File: src/rtl/if_pkg.sv
// Shared constants for the instruction-fetch unit: FSM encoding, opcodes, offset widths.
package if_pkg;

    typedef enum logic [2:0] {
        S_IDLE   = 3'd0,
        S_FETCH  = 3'd1,
        S_LATCH  = 3'd2,
        S_WAIT   = 3'd3,
        S_UPDATE = 3'd4,
        S_DONE   = 3'd5
    } if_state_t;

    localparam logic [5:0]  OP_J       = 6'b100100;
    localparam logic [5:0]  OP_BEQ     = 6'b100110;
    localparam int unsigned OP_MSB     = 30;
    localparam int unsigned OP_LSB     = 25;
    localparam int unsigned J_OFF_W    = 24;
    localparam int unsigned BEQ_OFF_W  = 14;
    localparam int unsigned TOTAL_W    = 16;
    localparam int unsigned PC_CALC_W  = 32;

endpackage

File: src/rtl/pc_next.sv
// Next-PC computation: jump, taken branch, or sequential, wrapped to MemSize bits.
module pc_next
    import if_pkg::*;
#(
    parameter int unsigned MemSize = 10
) (
    input  logic [MemSize-1:0] i_pc,
    input  logic [5:0]         i_op,
    input  logic [J_OFF_W-1:0] i_off,
    input  logic               i_taken,
    output logic [MemSize-1:0] o_next_pc
);

    logic [PC_CALC_W-1:0] w_off;

    // Select the signed PC displacement; sequential flow is +1
    always_comb begin
        w_off = PC_CALC_W'(1);
        if (i_op == OP_J) begin
            w_off = {{(PC_CALC_W-J_OFF_W){i_off[J_OFF_W-1]}}, i_off};
        end else if ((i_op == OP_BEQ) && i_taken) begin
            w_off = {{(PC_CALC_W-BEQ_OFF_W){i_off[BEQ_OFF_W-1]}}, i_off[BEQ_OFF_W-1:0]};
        end
    end

    assign o_next_pc = MemSize'(PC_CALC_W'(i_pc) + w_off);

endmodule

File: src/rtl/if_unit.sv
// Instruction-fetch unit: fetches from IM, holds ir until the controller steps,
// then advances PC (sequential / J / BEQ) until total_ir instructions retire.
// Optional macro INS_CNT_EN adds the saturating Ins_cnt output.
module if_unit
    import if_pkg::*;
#(
    parameter int unsigned MemSize  = 10,
    parameter int unsigned DataSize = 32,
    parameter int unsigned IM_START = 'h7F,
    parameter int unsigned InsSize  = 64
) (
    input  logic                clock,
    input  logic                reset,
    input  logic                start,
    input  logic [TOTAL_W-1:0]  total_ir,
    input  logic [DataSize-1:0] im_rdata,
    input  logic                step,
    input  logic                branch_taken,
    output logic [MemSize-1:0]  PC,
    output logic [DataSize-1:0] ir,
    output logic                ir_valid,
    output logic                enable_im,
    output logic                enable_im_fetch,
    output logic                exe_ir_done
`ifdef INS_CNT_EN
    ,
    output logic [InsSize-1:0]  Ins_cnt
`endif
);

    if_state_t            r_state;
    if_state_t            w_state_next;
    logic [MemSize-1:0]   r_pc;
    logic [DataSize-1:0]  r_ir;
    logic                 r_ir_valid;
    logic                 r_en;
    logic                 r_done;
    logic                 r_br;
    logic [TOTAL_W-1:0]   r_cnt;
    logic [TOTAL_W-1:0]   w_cnt_inc;
    logic [MemSize-1:0]   w_pc_next;

    assign w_cnt_inc = r_cnt + TOTAL_W'(1);

    pc_next #(
        .MemSize (MemSize)
    ) u_pc_next (
        .i_pc      (r_pc),
        .i_op      (r_ir[OP_MSB:OP_LSB]),
        .i_off     (r_ir[J_OFF_W-1:0]),
        .i_taken   (r_br),
        .o_next_pc (w_pc_next)
    );

    // Next-state logic
    always_comb begin
        w_state_next = r_state;
        case (r_state)
            S_IDLE:   if (start) w_state_next = (total_ir == TOTAL_W'(0)) ? S_DONE : S_FETCH;
            S_FETCH:  w_state_next = S_LATCH;
            S_LATCH:  w_state_next = (im_rdata == '0) ? S_DONE : S_WAIT;
            S_WAIT:   if (step) w_state_next = S_UPDATE;
            S_UPDATE: w_state_next = (w_cnt_inc == total_ir) ? S_DONE : S_FETCH;
            S_DONE:   w_state_next = S_DONE;
            default:  w_state_next = S_IDLE;
        endcase
    end

    // State, datapath and registered outputs
    always_ff @(posedge clock or negedge reset) begin
        if (!reset) begin
            r_state    <= S_IDLE;
            r_pc       <= MemSize'(IM_START);
            r_ir       <= '0;
            r_ir_valid <= 1'b0;
            r_en       <= 1'b0;
            r_done     <= 1'b0;
            r_br       <= 1'b0;
            r_cnt      <= '0;
        end else begin
            r_state    <= w_state_next;
            r_en       <= (w_state_next == S_FETCH);
            r_done     <= (w_state_next == S_DONE);
            r_ir_valid <= (w_state_next == S_WAIT) || (w_state_next == S_UPDATE);
            if (r_state == S_LATCH) begin
                r_ir <= im_rdata;
            end
            if ((r_state == S_WAIT) && step) begin
                r_br <= branch_taken;
            end
            if (r_state == S_UPDATE) begin
                r_pc  <= w_pc_next;
                r_cnt <= w_cnt_inc;
            end
        end
    end

`ifdef INS_CNT_EN
    logic [InsSize-1:0] r_ins_cnt;

    // Saturating retired-instruction counter
    always_ff @(posedge clock or negedge reset) begin
        if (!reset) begin
            r_ins_cnt <= '0;
        end else if ((r_state == S_UPDATE) && (r_ins_cnt != '1)) begin
            r_ins_cnt <= r_ins_cnt + InsSize'(1);
        end
    end

    assign Ins_cnt = r_ins_cnt;
`endif

    assign PC              = r_pc;
    assign ir              = r_ir;
    assign ir_valid        = r_ir_valid;
    assign enable_im       = r_en;
    assign enable_im_fetch = r_en;
    assign exe_ir_done     = r_done;

endmodule

File: config.mk
export PLATFORM = sky130hd
export DESIGN_NAME = if_unit
export DESIGN_NICKNAME = d
export VERILOG_FILES = /design/src/rtl/if_pkg.sv /design/src/rtl/pc_next.sv /design/src/rtl/if_unit.sv
export SDC_FILE = /design/constraint.sdc
export NUM_CORES = 1
export LEC_CHECK = 0
export ABC_CLOCK_PERIOD_IN_PS = 3400
export BUFFER_PORTS_ARGS = -buffer_cell sky130_fd_sc_hd__buf_2
export CORE_ASPECT_RATIO = 0.6
export CORE_MARGIN = 3
export CORE_UTILIZATION = 54
export CTS_BUF_LIST = sky130_fd_sc_hd__clkbuf_4
export DETAILED_ROUTE_END_ITERATION = 8
export PLACE_DENSITY = 0.87
export SYNTH_ARGS = -nofsm -noshare
export SYNTH_HDL_FRONTEND = slang
export SYNTH_SLANG_ARGS = --single-unit
File: constraint.sdc
create_clock -name clock -period 3.4 [get_ports clock]
set_input_delay 0 -clock clock [delete_from_list [all_inputs] [get_ports clock]]
set_output_delay 0 -clock clock [all_outputs]
set_load 0.02 [all_outputs]
Yosys cells after proc, flatten, opt, wreduce, memory -nomap -nowiden. Index checks and enable logic that the tools add are counted.

Register bits after elaboration: 65. Bits in latches: 0. Memories kept: 0. Input port bits: 53. Bits in writable memories: 0. Memory bits (read-only): 0.

Bitwise operators: 0. Mux-type cells: 8. Order comparisons: 0. Divide/modulo/power cells: 0. Multipliers: 0. Reduce and logical (&&, ||, !) cells: 6. Eq/ne operators: 12. Add/subtract/negate cells: 2. Shift operators: 0.

Operators with widths (count): 32-bit logical NOT (1); 10-bit 2-to-1 mux (2); 3-bit one-hot mux with 6 select lines (1); 16-bit by 1-bit adder with 16-bit output (second input constant) (1); 16-bit == test (1); 16-bit logical NOT (1); 3-bit 2-to-1 mux (5); 3-bit == test (second input constant) (4); 6-bit == test (second input constant) (2); 10-bit adder (1); 3-bit by 2-bit == test with 1-bit output (second input constant) (3); 3-bit by 1-bit == test with 1-bit output (second input constant) (2); 3-bit logical NOT (1); 1-bit logical AND (2); 1-bit logical OR (1).

Depth between registers and ports, before layout.
Word-level depth: 6. Mapped depth: 13. Gate-level depth less buffers: 13.

Modules after synthesis. From an unflattened synthesis, not the netlist that was laid out.

Cells, all modules: 339. Area total of the unflattened synthesis: 3821.2 um^2.

By module, submodules not included: if_unit (area each 3329.4 um^2, cells an instance 278, times used 1); pc_next (area each 491.7 um^2, cells an instance 61, times used 1).

Worst setup path before layout. No wires, ideal clock.

Path kind: flip-flop to flip-flop. Start point: register r_ir[25] (netlist: ir[25]). End point: register r_pc[8] (netlist: PC[8]). Library setup time: 0.133 ns. Slack: 0.161 ns. Stages on the path, launching flop included: 13. Data arrival time: 3.106 ns. Path buffers: 0. Required time: 3.267 ns. Cell sequence: dfrtp_1 -> nand2b_1 -> nor4_1 -> nand2b_1 -> ha_1 -> fa_1 -> a21o_1 -> a21oi_1 -> o21ai_0 -> a211o_1 -> a31oi_1 -> xor2_1 -> o21ai_0.

Cells in the longest elaborated chain, start to end: 5.

RTL lines: from (decl) (line if_unit.sv:34) `logic [DataSize-1:0] r_ir;`; from (signal assigned) (line if_unit.sv:86) `r_ir <= im_rdata;`; 6-bit == test (line pc_next.sv:21) `end else if ((i_op == OP_BEQ) && i_taken) begin`; 1-bit logical AND (line pc_next.sv:21); 10-bit 2-to-1 mux (line pc_next.sv:21); 10-bit 2-to-1 mux (*) (line pc_next.sv:19) `if (i_op == OP_J) begin`; 10-bit adder (*) (line pc_next.sv:26) `assign o_next_pc = MemSize'(PC_CALC_W'(i_pc) + w_off);`; to (signal assigned) (line if_unit.sv:73) `r_pc <= MemSize'(IM_START);`; to (signal assigned) (line if_unit.sv:92) `r_pc <= w_pc_next;`; to (decl) (line if_unit.sv:33) `logic [MemSize-1:0] r_pc;`.

Mark *: on every way between the ends. The rest lies on a longest branch, timed or not. A chain may end at the register's enable or synchronous reset.

Worst setup path in the final report.
Start point: register r_ir[26] (netlist: ir[26]). End point: register r_pc[8] (netlist: PC[8]).

Same word-level chain as after synthesis.

==> run summary <==
Outcome: completed
Synth top cells by count: dfrtp_1 (58), nand2_1 (41), mux2_2 (33)
Core area: 0.006248 sq mm
CP startpoint kind: flip-flop
WHS: 0.1102 ns
Combinational family with the most area after synthesis: simple AND/OR/NAND/NOR gates
Setup bufs post-CTS: 0
Area occupied by multi-input gates: 0.001874 sq mm
# diodes: 0
Worst Tran Pin Value: 0.8976 ns
Register area share after synthesis: 0.4581
WP data arrival: 3.51 ns
Die width: 111.0 um
Synth top area share: 0.4066
Initial antenna violation count: 0
Fin. Hold Viols: 0
CP endpoint kind: flip-flop
Layout cells sized above 1: 0.3543
Initial core utilization: 0.5713
Post-synthesis mux area share: 0.1125
Synthesized area per cell: 10.62 sq um
Fmax: 0.3075 GHz
Vias in the first global route: 3086
Worst slew margin: 0.4016
PortBufs: 98
Routed WL: 9834 um
Prevailing post-synth register cell: dfrtp_1
CTS tree: done
Worst skew pair latency: 0.41 ns
Synth Area in Compound Gates: 0.07431
Routed WL per cell: 17.53 um
Pin count of the biggest net entering global routing: 42
Synthesized Nets: 400
Total number of vias: 3212
Total track usage: 0.2586
Die area: 0.007654 sq mm
Final Setup Violations: 0
Worst hold path type: in2reg
Critical path type: reg2reg
Reg area: 0.001635 sq mm
Xor/xnor cell area share of the yosys netlist: 0.1030
Setup ws final: 0.1481 ns
TritonCTS Sinks: 65
Drt via density: 5.725
Post-Syn Area: 0.003570 sq mm
Clock-pin slew reported for the worst setup and hold paths after clock tree synthesis: 0.11 ns
Leading area contributor after synthesis: dfrtp_1
Synth area leaders: dfrtp_1 (41%), mux2_2 (10%), xnor2_1 (5.6%), dfstp_2 (5.2%), xor2_1 (4.7%)
Die Y: 68.98 um
CTS buffer count: 9
Asr flop ratio synth: 1.000
Reg2reg start: ir[26]
DR iter-0 viols: 290
Final worst path period share: 0.9564
ANT nets after route: 0
Peak supply drop: 0.0005082 V
Power Dens Cells: 736.4 mW/mm^2
Place WS: 0.3362 ns
Tmin final: 3.252 ns
Drt pass-1 iters: 5
Post-Synth Simple-Gate Area: 0.1893
Dpl hpwl: 6680 um
P_leak: 2.149 nW
Final nets: 536
Fin. max-slew vios: 0
First-pass GRT wire length: 15510 um
CTS H-Tree Depth: 3
Worst Hold Launch: start
CP Max Fanout: 9
Area growth, synth to finish: 29.90%
DRC Markers: 0
Post-Synth Adder-Cell Area: 0.04346
Worst Path Required: 3.66 ns
Cell row count: 22
Yosys Warn Count: 0
Yosys reg bits: 65
Clock Path Buffers: 2
Max Cap Viol: 0
Grt ovf: 0
IO Count: 99
CTS root buffer: clkbuf_4
Fill cells: 424
Most common cell in the netlist: dfrtp_1
Post-synth cell types: 50
EDFF count, synth: 0
Placer Congestion: 0.9021
Clk_skew: 0.01906 ns
Synth Instances: 336
Worst setup startpoint: ir[26]
==> registers in the layout, indices dropped and copies added, names as in the netlist <==
name and cells:
exe_ir_done 1, r_br 1, r_cnt 16, r_state 3
enable_im 1, ir 32, PC 10, ir_valid 1
==> report_power, final <==
part	switching (mW)	leakage (nW)	total, mW	internal, mW
registers	0.268	0.799	1.36	1.09
clock network	0.275	0.0738	0.525	0.250
logic	0.866	1.28	1.53	0.665
==> path summary, 6_finish.rpt <==
| check | end | slack [ns] | depth (start not counted) |
|---|---|---|---|
| min | r_state[0] | 0.11 | 4 |
| min reg2reg | PC[3] | 0.49 | 2 |
| max | PC[8] | 0.15 | 13 |
| min in group asynchronous | ir[17] | 0.25 | 2 |
| max reg2reg | PC[8] | 0.15 | 13 |
| max in group asynchronous | PC[0] | 2.24 | 3 |
==> layout by cell type (no fill, tap or decap), drive strengths merged, types with 3 or more instances in the layout <==
cell and n:
xor2 19, a21oi 8, o2111ai 3, clkbuf 12, or3 3, buf 101
ha 10, nor3 6, and2 9, mux2 33, nand2b 5, nand4 4
o21ai 17, nand2 41, mux2i 3, dfrtp 58, nand3 12, dlygate4sd3 35
dfstp 7, inv 4, nor2 15, nor4 17, nor2b 3, xnor2 23
==> stage by stage <==
step	setup TNS (ns)	std cells	util	power (mW)	instance area (sq um)
floorplan	0	336	-	2.316	3570
global placement	0	510	0.6620	2.741	4136
detailed placement	0	510	0.6620	2.801	4136
CTS	0	561	0.7411	3.358	4631
global route	-0.04974	561	0.7421	3.604	4637
finish	0	561	0.7421	3.415	4637
==> layer usage <==
layer | global-route usage | part of all wire
met5 | 0 | 0
met4 | 0.08909 | 0.027
met3 | 0.06277 | 0.070
met2 | 0.4237 | 0.47
met1 | 0.3446 | 0.44
==> layout make-up <==
type	count	area share
flip-flops and latches	65	0.3527
well taps	84	0.02267
repair buffers	136	0.1862
clock buffers	12	0.01943
clock inverters	4	0.01160
inverters	4	0.003238
multi-input cells	256	0.4042
==> cell families (layout without fill, tap and decap cells) <==
logic type / count (synthesis) / after routing
multiplexers: 36 / 36
adder cells (fa/ha/maj): 12 / 12
XOR/XNOR: 42 / 42
AO/OA/AOI/OAI: 42 / 42
AND/OR/NAND/NOR: 124 / 124
buffers and inverters: 15 / 156
flip-flops: 65 / 65
==> worst max-delay path: stages, from the launching register on <==
cell	delay, ns
dfrtp_1	0.39
inv_1	0.05
o21ai_0	0.39
nor4_2	0.12
buf_4	0.19
and2_1	0.19
fa_1	0.46
a21o_1	0.18
a21oi_1	0.23
o21ai_0	0.14
a211o_1	0.30
a31oi_1	0.21
xor2_1	0.16
o21ai_0	0.08
==> timing repair <==
item                                    CTS  global route
endpoints found under the setup margin    0             1
hold buffers                             35             0
gates resized for setup                   0             1
hold endpoints to repair                 69             0
Note: power is estimated with default switching activity, not from simulation.
